===== src/rtl/blink_rate_pkg.sv =====
// Shared constants and types for the blink rate meter.
// Latency: none (declarations only).
// Backpressure: none.
package blink_rate_pkg;

    localparam int NUM_RATES = 9;

    // Code reported when a measurement falls outside every tolerance window.
    localparam logic [3:0] RATE_UNKNOWN = 4'd0;

    // Nominal half-periods in eighths of a second; index 0 is rate code 1.
    localparam logic [NUM_RATES-1:0][5:0] RATE_EIGHTHS = {
        6'd32, 6'd24, 6'd16, 6'd12, 6'd8, 6'd6, 6'd4, 6'd2, 6'd1
    };

    typedef enum logic [1:0] {
        IDLE   = 2'd0,
        ARMED  = 2'd1,
        LOCKED = 2'd2
    } meter_state_t;

    // Rate code for table index idx.
    function automatic logic [3:0] code_of_index(input int idx);
        return 4'(idx + 1);
    endfunction

endpackage


===== src/rtl/sync_edge.sv =====
// Brings an asynchronous line into the clock domain and flags every transition.
// Latency: edge_pulse is high in the cycle after the second sampling edge.
// Backpressure: none; one pulse per transition, no holding.
module sync_edge (
    input  logic clk,
    input  logic rst,
    input  logic async_in,
    output logic edge_pulse
);

    logic meta;
    logic stable;
    logic prev;

    // Two-flop synchronizer plus a delayed copy for edge detection.
    // A line held high through reset reads as one transition after release.
    always_ff @(posedge clk or posedge rst) begin
        if (rst) begin
            meta   <= 1'b0;
            stable <= 1'b0;
            prev   <= 1'b0;
        end else begin
            meta   <= async_in;
            stable <= meta;
            prev   <= stable;
        end
    end

    // Rising and falling transitions both count.
    assign edge_pulse = stable ^ prev;

endmodule


===== src/rtl/blink_rate_meter.sv =====
// Measures the interval between transitions of a blinking line, classifies it, reports lock.
// Latency: results appear 3 clock edges after the first sampling edge of a transition.
// Backpressure: none; meas_valid and timeout are single-cycle pulses, data holds until replaced.
module blink_rate_meter
    import blink_rate_pkg::*;
#(
    parameter int CLK_HZ          = 50000000,
    parameter int CNT_W           = 28,
    parameter int TOL_SHIFT       = 4,
    parameter int TIMEOUT_EIGHTHS = 40
) (
    input  logic             CLOCK_50,
    input  logic             RESET,
    input  logic             blink_in,
    output logic             meas_valid,
    output logic [CNT_W-1:0] half_period,
    output logic [3:0]       rate_code,
    output logic             locked,
    output logic             timeout
);

    localparam longint UNIT = longint'(CLK_HZ / 8);
    localparam logic [CNT_W-1:0] TIMEOUT_CYC = CNT_W'(longint'(TIMEOUT_EIGHTHS) * UNIT);

    logic             blink_edge;
    logic [CNT_W-1:0] cnt;
    logic [CNT_W-1:0] meas;
    logic [NUM_RATES-1:0] hit;
    logic [3:0]       code;
    meter_state_t     state;

    sync_edge u_sync_edge (
        .clk        (CLOCK_50),
        .rst        (RESET),
        .async_in   (blink_in),
        .edge_pulse (blink_edge)
    );

    // cnt counts cycles since the previous edge minus one, so the interval
    // that an edge arriving this cycle would close is cnt + 1 (saturating).
    assign meas = (cnt == '1) ? cnt : cnt + CNT_W'(1);

    // Tolerance windows fixed at elaboration: nominal +/- nominal >> TOL_SHIFT.
    for (genvar g = 0; g < NUM_RATES; g++) begin : g_window
        localparam longint NOM = UNIT * longint'(RATE_EIGHTHS[g]);
        localparam longint TOL = NOM >> TOL_SHIFT;
        localparam logic [CNT_W-1:0] LO = CNT_W'(NOM - TOL);
        localparam logic [CNT_W-1:0] HI = CNT_W'(NOM + TOL);
        assign hit[g] = (meas >= LO) && (meas <= HI);
    end

    // Map the matching window to its code; windows are disjoint so at most one hits.
    always_comb begin
        code = RATE_UNKNOWN;
        for (int i = 0; i < NUM_RATES; i++) begin
            if (hit[i]) begin
                code = code_of_index(i);
            end
        end
    end

    // Measurement FSM with registered outputs; rate_code doubles as the
    // previous code for the lock comparison, so clearing it clears history.
    always_ff @(posedge CLOCK_50 or posedge RESET) begin
        if (RESET) begin
            state       <= IDLE;
            cnt         <= '0;
            meas_valid  <= 1'b0;
            half_period <= '0;
            rate_code   <= RATE_UNKNOWN;
            locked      <= 1'b0;
            timeout     <= 1'b0;
        end else begin
            meas_valid <= 1'b0;
            timeout    <= 1'b0;
            case (state)
                IDLE: begin
                    cnt <= '0;
                    if (blink_edge) begin
                        state <= ARMED;
                    end
                end
                ARMED, LOCKED: begin
                    if (blink_edge) begin
                        // An edge wins over a simultaneous timeout threshold.
                        cnt         <= '0;
                        meas_valid  <= 1'b1;
                        half_period <= meas;
                        rate_code   <= code;
                        if ((code != RATE_UNKNOWN) && (code == rate_code)) begin
                            state  <= LOCKED;
                            locked <= 1'b1;
                        end else begin
                            state  <= ARMED;
                            locked <= 1'b0;
                        end
                    end else if (meas == TIMEOUT_CYC) begin
                        state       <= IDLE;
                        cnt         <= '0;
                        timeout     <= 1'b1;
                        half_period <= '0;
                        rate_code   <= RATE_UNKNOWN;
                        locked      <= 1'b0;
                    end else begin
                        cnt <= meas;
                    end
                end
                default: begin
                    state <= IDLE;
                    cnt   <= '0;
                end
            endcase
        end
    end

endmodule


===== config.mk =====
export PLATFORM = sky130hd
export DESIGN_NAME = blink_rate_meter
export DESIGN_NICKNAME = d
export VERILOG_FILES = /design/src/rtl/blink_rate_pkg.sv /design/src/rtl/sync_edge.sv /design/src/rtl/blink_rate_meter.sv
export SDC_FILE = /design/constraint.sdc
export NUM_CORES = 1
export LEC_CHECK = 0
export ABC_AREA = 1
export CORE_ASPECT_RATIO = 0.8
export CORE_MARGIN = 4
export CORE_UTILIZATION = 30
export DETAILED_ROUTE_END_ITERATION = 12
export HOLD_SLACK_MARGIN = 0.05
export SYNTH_ARGS = -nofsm -noshare
export SYNTH_HDL_FRONTEND = slang
export SYNTH_HIERARCHICAL = 1
export SYNTH_SLANG_ARGS = --single-unit

===== constraint.sdc =====
create_clock -name CLOCK_50 -period 3.2 [get_ports CLOCK_50]
set_input_delay 0.64 -clock CLOCK_50 [delete_from_list [all_inputs] [get_ports CLOCK_50]]
set_output_delay 0.64 -clock CLOCK_50 [all_outputs]
set_load 0.05 [all_outputs]

# Yosys cells after proc, flatten, opt, wreduce, memory -nomap -nowiden
# Index checks and enable logic that the tools add are counted.
[word_totals] reg_bits=68 input_bits=3 out_inout_bits=35 word_cells=83
[op_classes] n_addsub=1 magnitude_cmp=18 n_eq_ne=7 mux=30 bitwise_logic=1 reduce_logical=16
[op_table] cell="28-bit 2-to-1 mux" count=6
[op_table] cell="28-bit == test, second input constant" count=2
[op_table] cell="28-bit by 26-bit >= comparator with 1-bit output, second input constant" count=2
[op_table] cell="28-bit by 27-bit >= comparator with 1-bit output, second input constant" count=2
[op_table] cell="28-bit >= comparator, second input constant" count=2
[op_table] cell="28-bit by 26-bit less-or-equal comparator with 1-bit output, second input constant" count=2
[op_table] cell="28-bit by 27-bit less-or-equal comparator with 1-bit output, second input constant" count=2
[op_table] cell="28-bit less-or-equal comparator, second input constant" count=2
[op_table] cell="4-bit 2-to-1 mux" count=10
[op_table] cell="28-bit by 1-bit adder with 28-bit output, second input constant" count=1
[op_table] cell="28-bit by 23-bit >= comparator with 1-bit output, second input constant" count=1
[op_table] cell="28-bit by 24-bit >= comparator with 1-bit output, second input constant" count=1
[op_table] cell="28-bit by 25-bit >= comparator with 1-bit output, second input constant" count=1
[op_table] cell="28-bit by 23-bit less-or-equal comparator with 1-bit output, second input constant" count=1
[op_table] cell="28-bit by 24-bit less-or-equal comparator with 1-bit output, second input constant" count=1
[op_table] cell="28-bit by 25-bit less-or-equal comparator with 1-bit output, second input constant" count=1
[op_table] cell="1-bit logical AND" count=10
[op_table] cell="1-bit 2-to-1 mux" count=9
[op_table] cell="2-bit 2-to-1 mux" count=4
[op_table] cell="4-bit == test" count=1
[op_table] cell="2-bit case mux with 2 select lines" count=1
[op_table] cell="2-bit AND reduction" count=2
[op_table] cell="4-bit nonzero test" count=1
[op_table] cell="3-bit != test, second input constant" count=1
[op_table] cell="7 further kinds" count=7

# Longest topological paths before layout
[depth] ltp_word=18 mapped_depth=29

# Hierarchy
# Netlist, hierarchy kept.
[by_module_without_submodules] module="blink_rate_meter" n_inst=1 cells_each=1000 area_per_inst_um2=5916.9 seq_area_each_um2=1626.6
[by_module_without_submodules] module="sync_edge" n_inst=1 cells_each=9 area_per_inst_um2=97.6 seq_area_each_um2=75.1

# Worst setup path before layout
# No wires, ideal clock.
[synth_path] kind="register to register" from="register cnt[1]" to="register state[0]" setup_time_ns=0.116 arrival_ns=2.700 t_required_ns=3.084 setup_slack_ns=0.383 path_stages_with_launch=30 synth_period_minus_slack_ns=2.817 path_cell_list="dfrtp_1 -> ha_1 -> buf_4 -> inv_2 -> nor2_4 -> nand2_4 -> nor2_8 -> nand2_4 -> buf_6 -> nand3_4 -> buf_6 -> nand2_2 -> inv_2 -> nand2_1 -> nor2_2 -> nand3_1 -> nand3_1 -> nand2_1 -> nand2_2 -> nand2_1 -> nand2_1 -> nand2_1 -> inv_1 -> nand3_1 -> nor2_2 -> nand2_1 -> nand2_1 -> nand2_1 -> nand2_1 -> nand2_1"
[synth_between] elab_chain_len=18 word_cells_on_any_way=48 classes_between="1 x add/sub; 18 x order compare; 4 x eq/ne; 13 x mux; 12 x reduce/logical"
[synth_rtl] element="start: declaration" line="blink_rate_meter.sv:26" text="logic [CNT_W-1:0] cnt;"
[synth_rtl] element="start signal: assignment" line="blink_rate_meter.sv:105" text="cnt <= meas;"
[synth_rtl] element="28-bit by 1-bit adder with 28-bit output or 28-bit == test (tied branches)" line="blink_rate_meter.sv:41" text="assign meas = (cnt == '1) ? cnt : cnt + CNT_W'(1);"
[synth_rtl] element="28-bit 2-to-1 mux *" line="blink_rate_meter.sv:41"
[synth_rtl] element="28-bit by 23-bit >= comparator with 1-bit output or 28-bit by 23-bit less-or-equal comparator with 1-bit output (tied branches)" line="blink_rate_meter.sv:49" text="assign hit[g] = (meas >= LO) && (meas <= HI);"
[synth_rtl] element="1-bit logical AND" line="blink_rate_meter.sv:49"
[synth_rtl] element="1-bit 2-to-1 mux" line="blink_rate_meter.sv:56" text="if (hit[i]) begin"
[synth_rtl] element="4-bit 2-to-1 mux (8 in a row)" line="blink_rate_meter.sv:56"
[synth_rtl] element="4-bit == test or 4-bit nonzero test (tied branches)" line="blink_rate_meter.sv:90" text="if ((code != RATE_UNKNOWN) && (code == rate_code)) begin"
[synth_rtl] element="1-bit logical AND" line="blink_rate_meter.sv:90"
[synth_rtl] element="2-bit 2-to-1 mux" line="blink_rate_meter.sv:90"
[synth_rtl] element="2-bit 2-to-1 mux" line="blink_rate_meter.sv:84" text="if (blink_edge) begin"
[synth_rtl] element="2-bit case mux with 2 select lines" line="blink_rate_meter.sv:76" text="case (state)"
[synth_rtl] element="end signal: assignment" line="blink_rate_meter.sv:80" text="state <= ARMED;"
[synth_rtl] element="end signal: assignment" line="blink_rate_meter.sv:91" text="state <= LOCKED;"
[synth_rtl] element="end signal: assignment" line="blink_rate_meter.sv:94" text="state <= ARMED;"
[synth_rtl] element="end: declaration" line="blink_rate_meter.sv:30" text="meter_state_t state;"
# Mark *: on every way between the ends. The rest lies on a longest branch, timed or not.
# A chain may end at the register's enable or synchronous reset.

# Worst setup path after layout
[layout_path] from="register cnt[9]" to="register state[0]"
# The elaborated chain is that of the path after synthesis.

==> run_results.csv <==
group,metric,value,unit
outcome,outcome,"complete, no violations",
clock_tree,maximum_clock_path_buffer_count,2,
final_layout,fin_nets,1357,
setup_path,worstSetupEndpointType,"register",
floorplanning,num_rows,46,
route,ant_nets,0,
flow_run,max_cap_viol_count,0,
synthesis,synthesis.nets,1015,
placement,placement.io_buffers,37,
final_layout,layoutNonFillerInstCount,1620,
clock_tree,ctsHtreeMaxLevel,3,
power_and_ir_drop,worst_ir_drop_vdd,0.000327,V
timing,final_max_slew_viol_count,0,
timing,final_hold_viol_count,0,
power_and_ir_drop,design_power_total,2.63,mW
synthesis,async_flop_share,100,%
setup_path,timing.critical_path.required,3.44,ns
route,drt_first_pass_iters,5,
final_layout,final_cell_mix,"buf_4 (273), nand2_1 (219), nand3_1 (107), nor2_1 (101), nand2_2 (96)",
clock_tree,tritoncts,"done",
final_layout,finish.instance_area,10600,um^2
global_routing,antenna_found_initial,1,
clock_tree,cts_buffers,9,
setup_path,cp.arrival,3.41,ns
route,first_iter_violations,780,
floorplanning,die_w,166,um
synthesis,synth_top_area_share,28.3,%
timing,whs,0.369,ns
route,vias,8321,
floorplanning,die-area,22400,um^2
route,postRouteWirelength,30500,um
setup_path,worstPathMaxFanout,5,
synthesis,synth_top_cells_by_area,"dfrtp_1 (28%), nand2_1 (19%), nand3_1 (11%)",
timing,rsz0062_at_grt,"true",
final_layout,post_route_cells_drive_above_1_share,47.1,%
timing,fin_setup_tns,0,ns
global_routing,overflow_after_grt,0,
timing,post-route-min-period,3.17,ns
synthesis,synth-warning-count,6,
floorplanning,design.core.area,19700,um^2
timing,worst_pin_slew,0.544,ns
power_and_ir_drop,power.density_cell_area,249,nW/um^2
timing,final_min_period_over_clock_period,99.1,%
setup_path,timing.setup.critical_path_class,"register to register",
floorplanning,initial_standard_cell_utilization_of_the_core,30.5,%
global_routing,grt_pass1_vias,7470,
synthesis,seq_area_frac_synth,28.3,%
placement,post-place-cells,1560,
placement,hpwlAfterDp,24200,um
synthesis,postSynthRegisterBits,68,
route,drt-vias-per-instance,5.14,
synthesis,netlist-cell-type-count,37,
timing,timing.clock.skew,0.00529,ns
global_routing,grt_first_pass_wirelength,43600,um
synthesis,post-synth-top-area-cell,"dfrtp_1",
final_layout,num_antenna_cells,0,
final_layout,register_area,1710,um^2
synthesis,dominantRegCellSynth,"dfrtp_1",
clock_tree,insertion_delay,0.35,ns
timing,achievable_freq,0.315,GHz
timing,relSlewSlack,63.7,%
final_layout,mostFrequentLayoutCell,"buf_4",
floorplanning,num_io_pins,38,
floorplanning,die-height,135,um
synthesis,synth.cell_area,6010,um^2
synthesis,postSynthAreaPerCell,5.96,um^2
timing,report.final.setup_viol,0,
synthesis,synth-edff-count,0,
placement,routabilityCongestion,1.08,
route,wl_per_cell,18.8,um
final_layout,fillers,1869,
final_layout,syn2layout_area_growth,75.8,%
global_routing,pin_count_of_the_biggest_net_entering_global_routing,57,
route,drc_errors,0,
clock_tree,number_of_clock_sinks_seen_by_cts,68,
power_and_ir_drop,total_leakage_power,5.06,nW
clock_tree,ctsRootBufferMaster,"clkbuf_16",
clock_tree,cts.clk_slew.worst_paths,0.06,ns
hold_path,worstHoldPathType,"register to register",
global_routing,gr-usage-all-layers,25.4,%
synthesis,synthCells,1009,
setup_path,worst_setup_path_start_kind,"register",
placement,dpl_cell_area,8690,um^2
final_layout,multiInputGateArea,4900,um^2
==> layer usage <==
| metal | up-vias | track usage (%) | share of wire, % |
|---|---|---|---|
| met2 | 384 | 37.4 | 43 |
| met1 | 3896 | 36.9 | 45 |
| met5 | - | 0 | 0.036 |
| met3 | 73 | 5.79 | 9.0 |
| met4 | 2 | 8.63 | 3.4 |
| li1 | 3966 | - | - |
==> synthesized netlist by cell type (3+ instances only) <==
library cell  number
nand3_2            7
o21bai_1           6
nor3_1            31
nand2_4            3
nand3b_1           4
nor2_2            14
a21oi_1           20
o22ai_1            3
buf_2              4
inv_2             19
buf_6              4
nor2_1           166
clkbuf_1           8
ha_1               3
nand3_1          130
nand3_4            3
nand4_1           23
inv_1             77
nor2_4             5
dfrtp_1           68
nand2_2           26
o21ai_1            6
nand2_1          311
o21ai_0           49
xor2_1             3
==> area by class of cell <==
cell class | count | area share [%]
Clock buffer | 12 | 2.33
Clock inverter | 4 | 0.686
Inverter | 97 | 3.63
Multi-Input combinational cell | 826 | 46.4
Sequential cell | 68 | 16.1
Tap cell | 264 | 3.12
Timing Repair Buffer | 349 | 27.7
==> kinds of logic after synthesis <==
| family | after synthesis | synth area share, % |
|---|---|---|
| AOI/OAI and AO/OA | 88 | 7.78 |
| xor gates and xnor gates | 4 | 0.583 |
| adders and majority gates | 3 | 0.624 |
| buffers and inverters | 116 | 7.95 |
| DFF | 68 | 28.3 |
| and+or+nand+nor | 730 | 54.8 |
==> registers in the layout, indices dropped and copies added (netlist names) <==
register and cells:
half_period 28, u_sync_edge/meta 1, timeout 1, cnt 28
u_sync_edge/prev 1, rate_code 4, u_sync_edge/stable 1, meas_valid 1
locked 1, state 2
==> report_power, final <==
group          switching [mW]  total (mW)  leakage (nW)  internal (mW)
sequential             0.0244       0.919         0.929          0.895
combinational           0.404       0.624          3.97          0.220
clock                   0.387        1.09         0.153          0.703
==> path summary, 6_finish.rpt <==
| kind | from | end | slack (ns) | cells past startpoint |
|---|---|---|---|---|
| min in group asynchronous | RESET | u_sync_edge/stable | 0.52 | 2 |
| min reg2reg | u_sync_edge/meta | u_sync_edge/stable | 0.37 | 0 |
| max in group asynchronous | RESET | cnt[2] | 1.88 | 3 |
| max reg2reg | cnt[9] | state[0] | 0.03 | 26 |
| min | u_sync_edge/meta | u_sync_edge/stable | 0.37 | 0 |
| max | cnt[9] | state[0] | 0.03 | 26 |
==> through the flow <==
stage / worst slack, ns / util, %
4_1_cts: 0.00583 / 45.8
2_1_floorplan: 0.383 / -
3_3_place_gp: -0.105 / 44.0
6_report: 0.0284 / 53.6
3_5_place_dp: -0.0922 / 44.0
5_1_grt: -0.163 / 53.6
==> repair_timing <==
action,CTS,global route
buffers inserted,0,44
cloned,0,2
pin swaps,1,118
endpoints found under the setup margin,4,63
gates resized for setup,15,337
hold buffers,0,0
==> worst max-delay path, cell delays in order (launching register included) <==
cell,delay [ns]
dfrtp_1,0.43
nand2_2,0.12
nor2_1,0.14
buf_4,0.17
nand2_4,0.07
buf_4,0.14
o21bai_1,0.15
nand2_2,0.13
nand2_4,0.16
inv_4,0.06
buf_4,0.15
a21oi_1,0.18
nand2_1,0.10
nand2_1,0.16
o21ai_2,0.09
nand2_1,0.06
nand2_1,0.05
nand2_1,0.05
nand2_1,0.07
o21ai_1,0.14
nand2_1,0.10
nor2_4,0.09
nand2_1,0.06
nand2_1,0.05
nand2_1,0.05
nand2_1,0.05
nand2_1,0.04
Power figures use the tool's default switching activity.
